--- config.mk ---
export PLATFORM = sky130hd
export DESIGN_NAME = rr_mux_arbiter
export DESIGN_NICKNAME = d
export VERILOG_FILES = /design/src/rtl/rr_mux_arbiter.sv
export SDC_FILE = /design/constraint.sdc
export NUM_CORES = 1
export LEC_CHECK = 0
export ABC_AREA = 1
export BUFFER_PORTS_ARGS = -buffer_cell sky130_fd_sc_hd__clkbuf_2
export CORE_MARGIN = 10
export CORE_UTILIZATION = 42
export CTS_CLUSTER_DIAMETER = 40
export CTS_CLUSTER_SIZE = 16
export DETAILED_ROUTE_END_ITERATION = 16
export GPL_ROUTABILITY_DRIVEN = 0
export HOLD_SLACK_MARGIN = 0.05
export PLACE_DENSITY = 0.74
export SYNTH_ARGS = -nofsm -noshare
export SYNTH_HDL_FRONTEND = slang
export SYNTH_SLANG_ARGS = --single-unit
--- constraint.sdc ---
create_clock -name clk -period 1.3 [get_ports clk]
set_input_delay 0.26 -clock clk [delete_from_list [all_inputs] [get_ports clk]]
set_output_delay 0.26 -clock clk [all_outputs]
set_load 0.02 [all_outputs]
--- src/rtl/rr_mux_arbiter.sv ---
// Two-requester round-robin arbiter driving a registered 2:1 data mux; grant 1 cycle after request, Y 1 cycle after grant.
// Holder keeps ownership while alone; preempted after MAX_HOLD cycles under contention (LOCK extends it when GRANT_LOCK_EN is defined).
module rr_mux_arbiter #(
    parameter int W        = 8,
    parameter int MAX_HOLD = 4
) (
    input  logic         clk,
    input  logic         rst,
    input  logic         REQ0,
    input  logic         REQ1,
    input  logic [W-1:0] D0,
    input  logic [W-1:0] D1,
    input  logic         LOCK,
    output logic         GNT0,
    output logic         GNT1,
    output logic         S,
    output logic [W-1:0] Y,
    output logic         YV
);

    typedef enum logic [1:0] {
        IDLE = 2'd0,
        G0   = 2'd1,
        G1   = 2'd2
    } state_e;

    localparam int CW = $clog2(MAX_HOLD + 1);
    localparam logic [CW-1:0] HOLD_LAST = CW'(MAX_HOLD - 1);
    localparam logic [CW-1:0] HOLD_SAT  = CW'(MAX_HOLD);

    state_e         state_q, state_d;
    logic           last_q, last_d;
    logic [CW-1:0]  cnt_q, cnt_d;
    logic [W-1:0]   y_q, y_d;
    logic           yv_q, yv_d;
    logic           lock_hold;
    logic           hold_expired;

`ifdef GRANT_LOCK_EN
    assign lock_hold = LOCK;
`else
    // LOCK is read but can never hold off preemption in this build.
    assign lock_hold = LOCK & 1'b0;
`endif

    // Counter at or past MAX_HOLD-1 means the holder has used its full share.
    assign hold_expired = (cnt_q >= HOLD_LAST) && !lock_hold;

    always_comb begin
        state_d = state_q;
        case (state_q)
            IDLE: begin
                if (REQ0 && REQ1) begin
                    state_d = last_q ? G0 : G1;
                end else if (REQ0) begin
                    state_d = G0;
                end else if (REQ1) begin
                    state_d = G1;
                end
            end
            G0: begin
                if (!REQ0) begin
                    state_d = REQ1 ? G1 : IDLE;
                end else if (REQ1 && hold_expired) begin
                    state_d = G1;
                end
            end
            G1: begin
                if (!REQ1) begin
                    state_d = REQ0 ? G0 : IDLE;
                end else if (REQ0 && hold_expired) begin
                    state_d = G0;
                end
            end
            default: state_d = IDLE;
        endcase
    end

    always_comb begin
        last_d = last_q;
        cnt_d  = cnt_q;
        if (state_d == G0 && state_q != G0) begin
            last_d = 1'b0;
            cnt_d  = '0;
        end else if (state_d == G1 && state_q != G1) begin
            last_d = 1'b1;
            cnt_d  = '0;
        end else if (state_d != IDLE) begin
            cnt_d = (cnt_q == HOLD_SAT) ? cnt_q : cnt_q + CW'(1);
        end else begin
            cnt_d = '0;
        end
    end

    // Output stage samples the mux one cycle behind the grant.
    always_comb begin
        y_d  = y_q;
        yv_d = 1'b0;
        if (state_q != IDLE) begin
            y_d  = (state_q == G1) ? D1 : D0;
            yv_d = 1'b1;
        end
    end

    always_ff @(posedge clk) begin
        if (rst) begin
            state_q <= IDLE;
            last_q  <= 1'b1;
            cnt_q   <= '0;
            y_q     <= '0;
            yv_q    <= 1'b0;
        end else begin
            state_q <= state_d;
            last_q  <= last_d;
            cnt_q   <= cnt_d;
            y_q     <= y_d;
            yv_q    <= yv_d;
        end
    end

    assign GNT0 = (state_q == G0);
    assign GNT1 = (state_q == G1);
    assign S    = (state_q == G1);
    assign Y    = y_q;
    assign YV   = yv_q;

endmodule

### Word-level counts from Yosys, hierarchy flattened

Index checks and enable logic that the tools add are counted.

| storage, ports and cells | value |
|---|---|
| output and inout port bits | 12 |
| bits in registers | 15 |
| word-level logic and storage cells | 40 |

| operators by class | value |
|---|---|
| muxes and demuxes | 15 |
| equality and inequality tests | 7 |
| $add $sub $neg | 1 |
| bitwise operators | 1 |
| $lt $le $gt $ge | 1 |
| reduce and logical (&&, ||, !) cells | 10 |

Operators by type and width:

| cell | number |
|---|---|
| 2-bit two-way mux | 9 |
| 8-bit two-way mux | 1 |
| 2-bit one-hot mux with 3 select lines | 1 |
| 2-bit nonzero test | 3 |
| 1-bit logical AND | 5 |
| 2-bit by 1-bit equality test with 1-bit output (second input constant) | 2 |
| 2-bit equality test (second input constant) | 2 |
| 1-bit two-way mux | 4 |
| 4-bit OR reduction | 1 |
| 3-bit by 1-bit adder with 3-bit output (second input constant) | 1 |
| 3-bit equality test (second input constant) | 1 |
| 3-bit by 2-bit greater-or-equal comparator with 1-bit output (second input constant) | 1 |
| 2-bit zero test | 1 |
| 2-bit by 1-bit != test with 1-bit output (second input constant) | 1 |
| 2-bit != test (second input constant) | 1 |
| 1-bit inverter | 1 |

### Longest topological paths before layout

| depth | value |
|---|---|
| depth in word-level cells | 9 |
| depth in mapped cells | 12 |
| mapped depth without buffers | 12 |

### Least setup slack after synthesis

OpenSTA, ideal clock, no wires.

| timing path | value |
|---|---|
| path kind | register to register |
| start point | register cnt_q[0] |
| end point | register cnt_q[1] |
| path buffers | 0 |
| path slack | -80 ps |
| arrival | 1263 ps |
| stages on the path, launching flop included | 13 |
| path through | dfxtp_1 > ha_1 > ha_1 > nor2_1 > nand2_1 > nand2_1 > nand2_1 > nand2_2 > nand3_1 > nand2_1 > nand2_2 > nand2_2 > nor2_1 |

| on the way | value |
|---|---|
| longest elaborated chain between the ends | 8 |

RTL lines:

| item | line | text |
|---|---|---|
| start, declared | 33 | `logic [CW-1:0] cnt_q, cnt_d;` |
| start signal, assigned | 115 | `cnt_q <= cnt_d;` |
| 3-bit by 2-bit greater-or-equal comparator with 1-bit output | 47 | `assign hold_expired = (cnt_q >= HOLD_LAST) && !lock_hold;` |
| 1-bit logical AND (on tied branches) | 71, 64 |  |
| 2-bit two-way mux (on tied branches) | 71, 64 |  |
| 2-bit two-way mux (on tied branches) | 69, 62 |  |
| 2-bit one-hot mux with 3 select lines | 51 | `case (state_q)` |
| 2-bit by 1-bit equality test with 1-bit output (tied with other cells) | 82 | `if (state_d == G0 && state_q != G0) begin` |
| 1-bit logical AND (tied with other cells) | 82 |  |
| 4-bit OR reduction (no line) | - |  |

Parallel ways exist; a longest one is shown, timed or not.
A chain may end at the register's enable or synchronous reset.

### Final worst setup path

| timing path | value |
|---|---|
| start point | register cnt_q[0] |
| end point | register cnt_q[0] |

Same word-level chain as after synthesis.

==> results.txt <==
The clock skew after layout is 0.00783 ns. The worst pin sits at a relative slew slack of 79.2%. The horizontal extent of the die came out at 64.0 µm. By instance count, the leading cell after synthesis is sky130_fd_sc_hd__nand2_1. After detailed routing, the number of remaining DRC violations is 0. The area growth from synthesis to final layout came out at 44.1%. The overall die area is 0.00409 mm². The dominant synthesized flop cell is sky130_fd_sc_hd__dfxtp_1.

The setup path with the least slack is of type register to register. The share of synthesized area in the top cell type comes to 37.0%. The clock passes through at most 2 buffers. The total leakage power came out at 0.677 nW.

The core region area is 0.00178 mm². The routed length per instance came out at 11.1 µm. The critical path goes through ha_4 -> ha_4 -> nor2_4 -> nand2_2 -> nand2_2 -> nand2_2 -> nand2_2 -> nand3_2 -> nand2_2 -> nand2_2 -> nand2_2 -> nor2_1.

The data arrival time of the critical path came out at 1.59 ns. The total of hold buffers inserted after clock tree synthesis came out at 0. Yosys mapped the design onto 18 distinct sky130hd cell types.

The post-synthesis average cell area came out at 6.55 µm². The count of input and output buffers came out at 31. The antenna diode count is 0.

The final worst slack came out at -0.128 ns. Global routing used 10.7% of the available tracks across all layers. The final net count came out at 192. The remaining number of nets flagged by the antenna check after routing is 0. The count of TritonRoute iterations in the first routing pass is 4.

The number of synthesis warnings came out at 0. The category of the worst setup path launch point is a register. The number of enable flip-flop cells after synthesis came out at 0.

The number of antenna violations at the first check in global routing came out at 0. In this run the clock root is driven by a sky130_fd_sc_hd__clkbuf_4. Counting instances in the post-synthesis netlist gives the leading cell types as sky130_fd_sc_hd__nand2_1 (47), sky130_fd_sc_hd__inv_1 (18), sky130_fd_sc_hd__dfxtp_1 (15). The clock-pin transition on the worst setup and hold timing paths is 0.09 ns. The slowest stage of the critical path belongs to the cell sky130_fd_sc_hd__dfxtp_2. The aggregate global routing overflow came out at 0. Of the synthesized area, sequential elements account for 37.0%. The delay of the slowest cell on the worst path came out at 0.34 ns.

Setup violations remaining at the end of the flow were counted as 5. The peak fanout along the critical path came out at 3. In this run, placement finished with an instance count of 185. For this design the top-level I/O count stands at 33. Summed over all instances, the cell type with the most area after synthesis is sky130_fd_sc_hd__dfxtp_1. Cells with a size suffix above 1 make up 46.1% of the layout. The cell that appears most often on the critical path is sky130_fd_sc_hd__nand2_2.

The total nets after synthesis came out at 148. The flow ran to the end, but the final reports show violations. The CTS sink count came out at 15. The routed wire length is 2130 µm.

The actual slew at the worst max-slew pin is 0.311 ns. The detailed router placed 835 vias in this run. The final critical-path share of the clock period is 110%. The path class of the tightest hold or removal check is primary input to register. The worst path required time came out at 1.47 ns. Setup repair after global routing could not meet its margin everywhere.

The top achievable clock speed came out at 0.700 GHz. On the critical path the largest part of the delay comes from simple AND/OR/NAND/NOR gates. The height of the die is 64.0 µm.

The final reports fail on setup timing. The number of global-route vias before repair came out at 862. The final number of max-transition violations came out at 0. Ranked by total cell area, the synthesized netlist is headed by sky130_fd_sc_hd__dfxtp_1 (37%), sky130_fd_sc_hd__nand2_1 (22%), sky130_fd_sc_hd__inv_1 (8.3%). The number of placement rows is 15. The worst-case vdd ir drop came out at 0.666 mV. In this run, CTS created clock tree buffers numbering 3. The number of DRC markers in iteration 0 came out at 58.

The post-route setup TNS is -0.489 ns. The max-capacitance violation count came out at 0. CTS built an H-tree with a depth of 1. TritonCTS built the clock tree. The largest net degree at the start of global routing came out at 10.

The flip-flop and latch count after synthesis came out at 15. The first global-routing pass estimated 3590 µm of wire. The kind of end point of the critical path is a register. In this run the power density over the cells is 1150 mW/mm².

After detailed routing, the number of vias per cell comes to 4.35. The post-layout minimum cycle time came out at 1.43 ns. The buffers plus inverters on the worst setup path is 0.

Synthesis handed over a netlist of 124 instances. The number of endpoints with negative hold slack in the final report came out at 0. The count of cells in the finished layout, fillers not included, comes to 192. The clock insertion delay at the later pin of the skew report came out at 0.28 ns. The total half-perimeter wirelength after legalization and detailed placement came out at 1740 µm. The fraction of registers with async set/reset is 0%. The effective utilization at floorplan is 45.5%. The area of the mapped netlist came out at 812 µm².
-- what timing repair did --
item / 4_1_cts / 5_1_grt
gates resized for setup: 8 / 18
endpoints found under the setup margin: 9 / 9
setup buffers: 3 / 0
pin swaps: 8 / 6
-- metal layers --
| metal | vias up | global-route usage [%] | routed length, µm |
|---|---|---|---|
| met1 | 359 | 11.1 | 898 |
| met3 | 2 | 3.31 | 118 |
| met2 | 18 | 19.5 | 1100 |
| met4 | 0 | 4.10 | 12 |
| li1 | 456 | - | - |
| met5 | - | 0 | 0 |
-- logic make-up after synthesis --
group	share of synthesized area (%)
XOR/XNOR	1.08
AND/OR/NAND/NOR	41.6
flip-flops	37.0
buffers and inverters	12.9
AO/OA/AOI/OAI	2.77
adder cells (fa/ha/maj)	4.62
-- layout by cell type, fill, tap and decap left out, types with 3 or more instances in the layout --
cell type and instances:
sky130_fd_sc_hd__nand2_1 37, sky130_fd_sc_hd__clkbuf_2 28, sky130_fd_sc_hd__nand3_2 3, sky130_fd_sc_hd__clkbuf_4 3, sky130_fd_sc_hd__dfxtp_1 11, sky130_fd_sc_hd__inv_1 16, sky130_fd_sc_hd__inv_2 3, sky130_fd_sc_hd__buf_4 11
sky130_fd_sc_hd__nor2_1 9, sky130_fd_sc_hd__nand3_1 10, sky130_fd_sc_hd__nand2_2 15
-- power breakdown --
| group | total, W | switching [W] | internal, W |
|---|---|---|---|
| sequential | 0.000566 | 0.0000423 | 0.000523 |
| combinational | 0.000518 | 0.000300 | 0.000218 |
| clock | 0.000259 | 0.000145 | 0.000114 |
| total | 0.00134 | 0.000487 | 0.000856 |
-- registers in the layout, indices dropped and copies added (netlist names) --
signal,cells
state_q,2
cnt_q,3
YV,1
last_q,1
Y,8
-- area by class of cell --
| class | instances | area, µm² |
|---|---|---|
| clock inverters | 1 | 5.00 |
| repair buffers | 42 | 250 |
| flip-flops and latches | 15 | 310 |
| clock buffers | 3 | 22.5 |
| well taps | 25 | 31.3 |
| inverters | 21 | 81.3 |
| multi-input cells | 85 | 469 |
| fillers | 164 | 613 |
-- worst paths after layout --
path / startpoint / end / slack, ns / depth (start not counted)
setup / recovery: cnt_q[0] / cnt_q[0] / -0.13 / 12
hold / removal: rst / YV / 0.16 / 2
setup reg to reg: cnt_q[0] / cnt_q[0] / -0.13 / 12
hold reg to reg: last_q / last_q / 0.51 / 2
-- stage by stage --
| stage | hold WS, ns | setup slack, ns | total power [W] | utilization, % | cell area, µm² |
|---|---|---|---|---|---|
| 2_1_floorplan | 0.332 | -0.0764 | 0.000894 | - | 832 |
| 3_3_place_gp | 0.463 | -0.137 | 0.00103 | 59.0 | 1050 |
| 3_5_place_dp | 0.460 | -0.185 | 0.00105 | 59.0 | 1050 |
| 4_1_cts | 0.153 | -0.155 | 0.00134 | 63.6 | 1130 |
| 5_1_grt | 0.155 | -0.249 | 0.00146 | 65.6 | 1170 |
| 6_report | 0.163 | -0.128 | 0.00134 | 65.6 | 1170 |
Power figures use the tool's default switching activity.
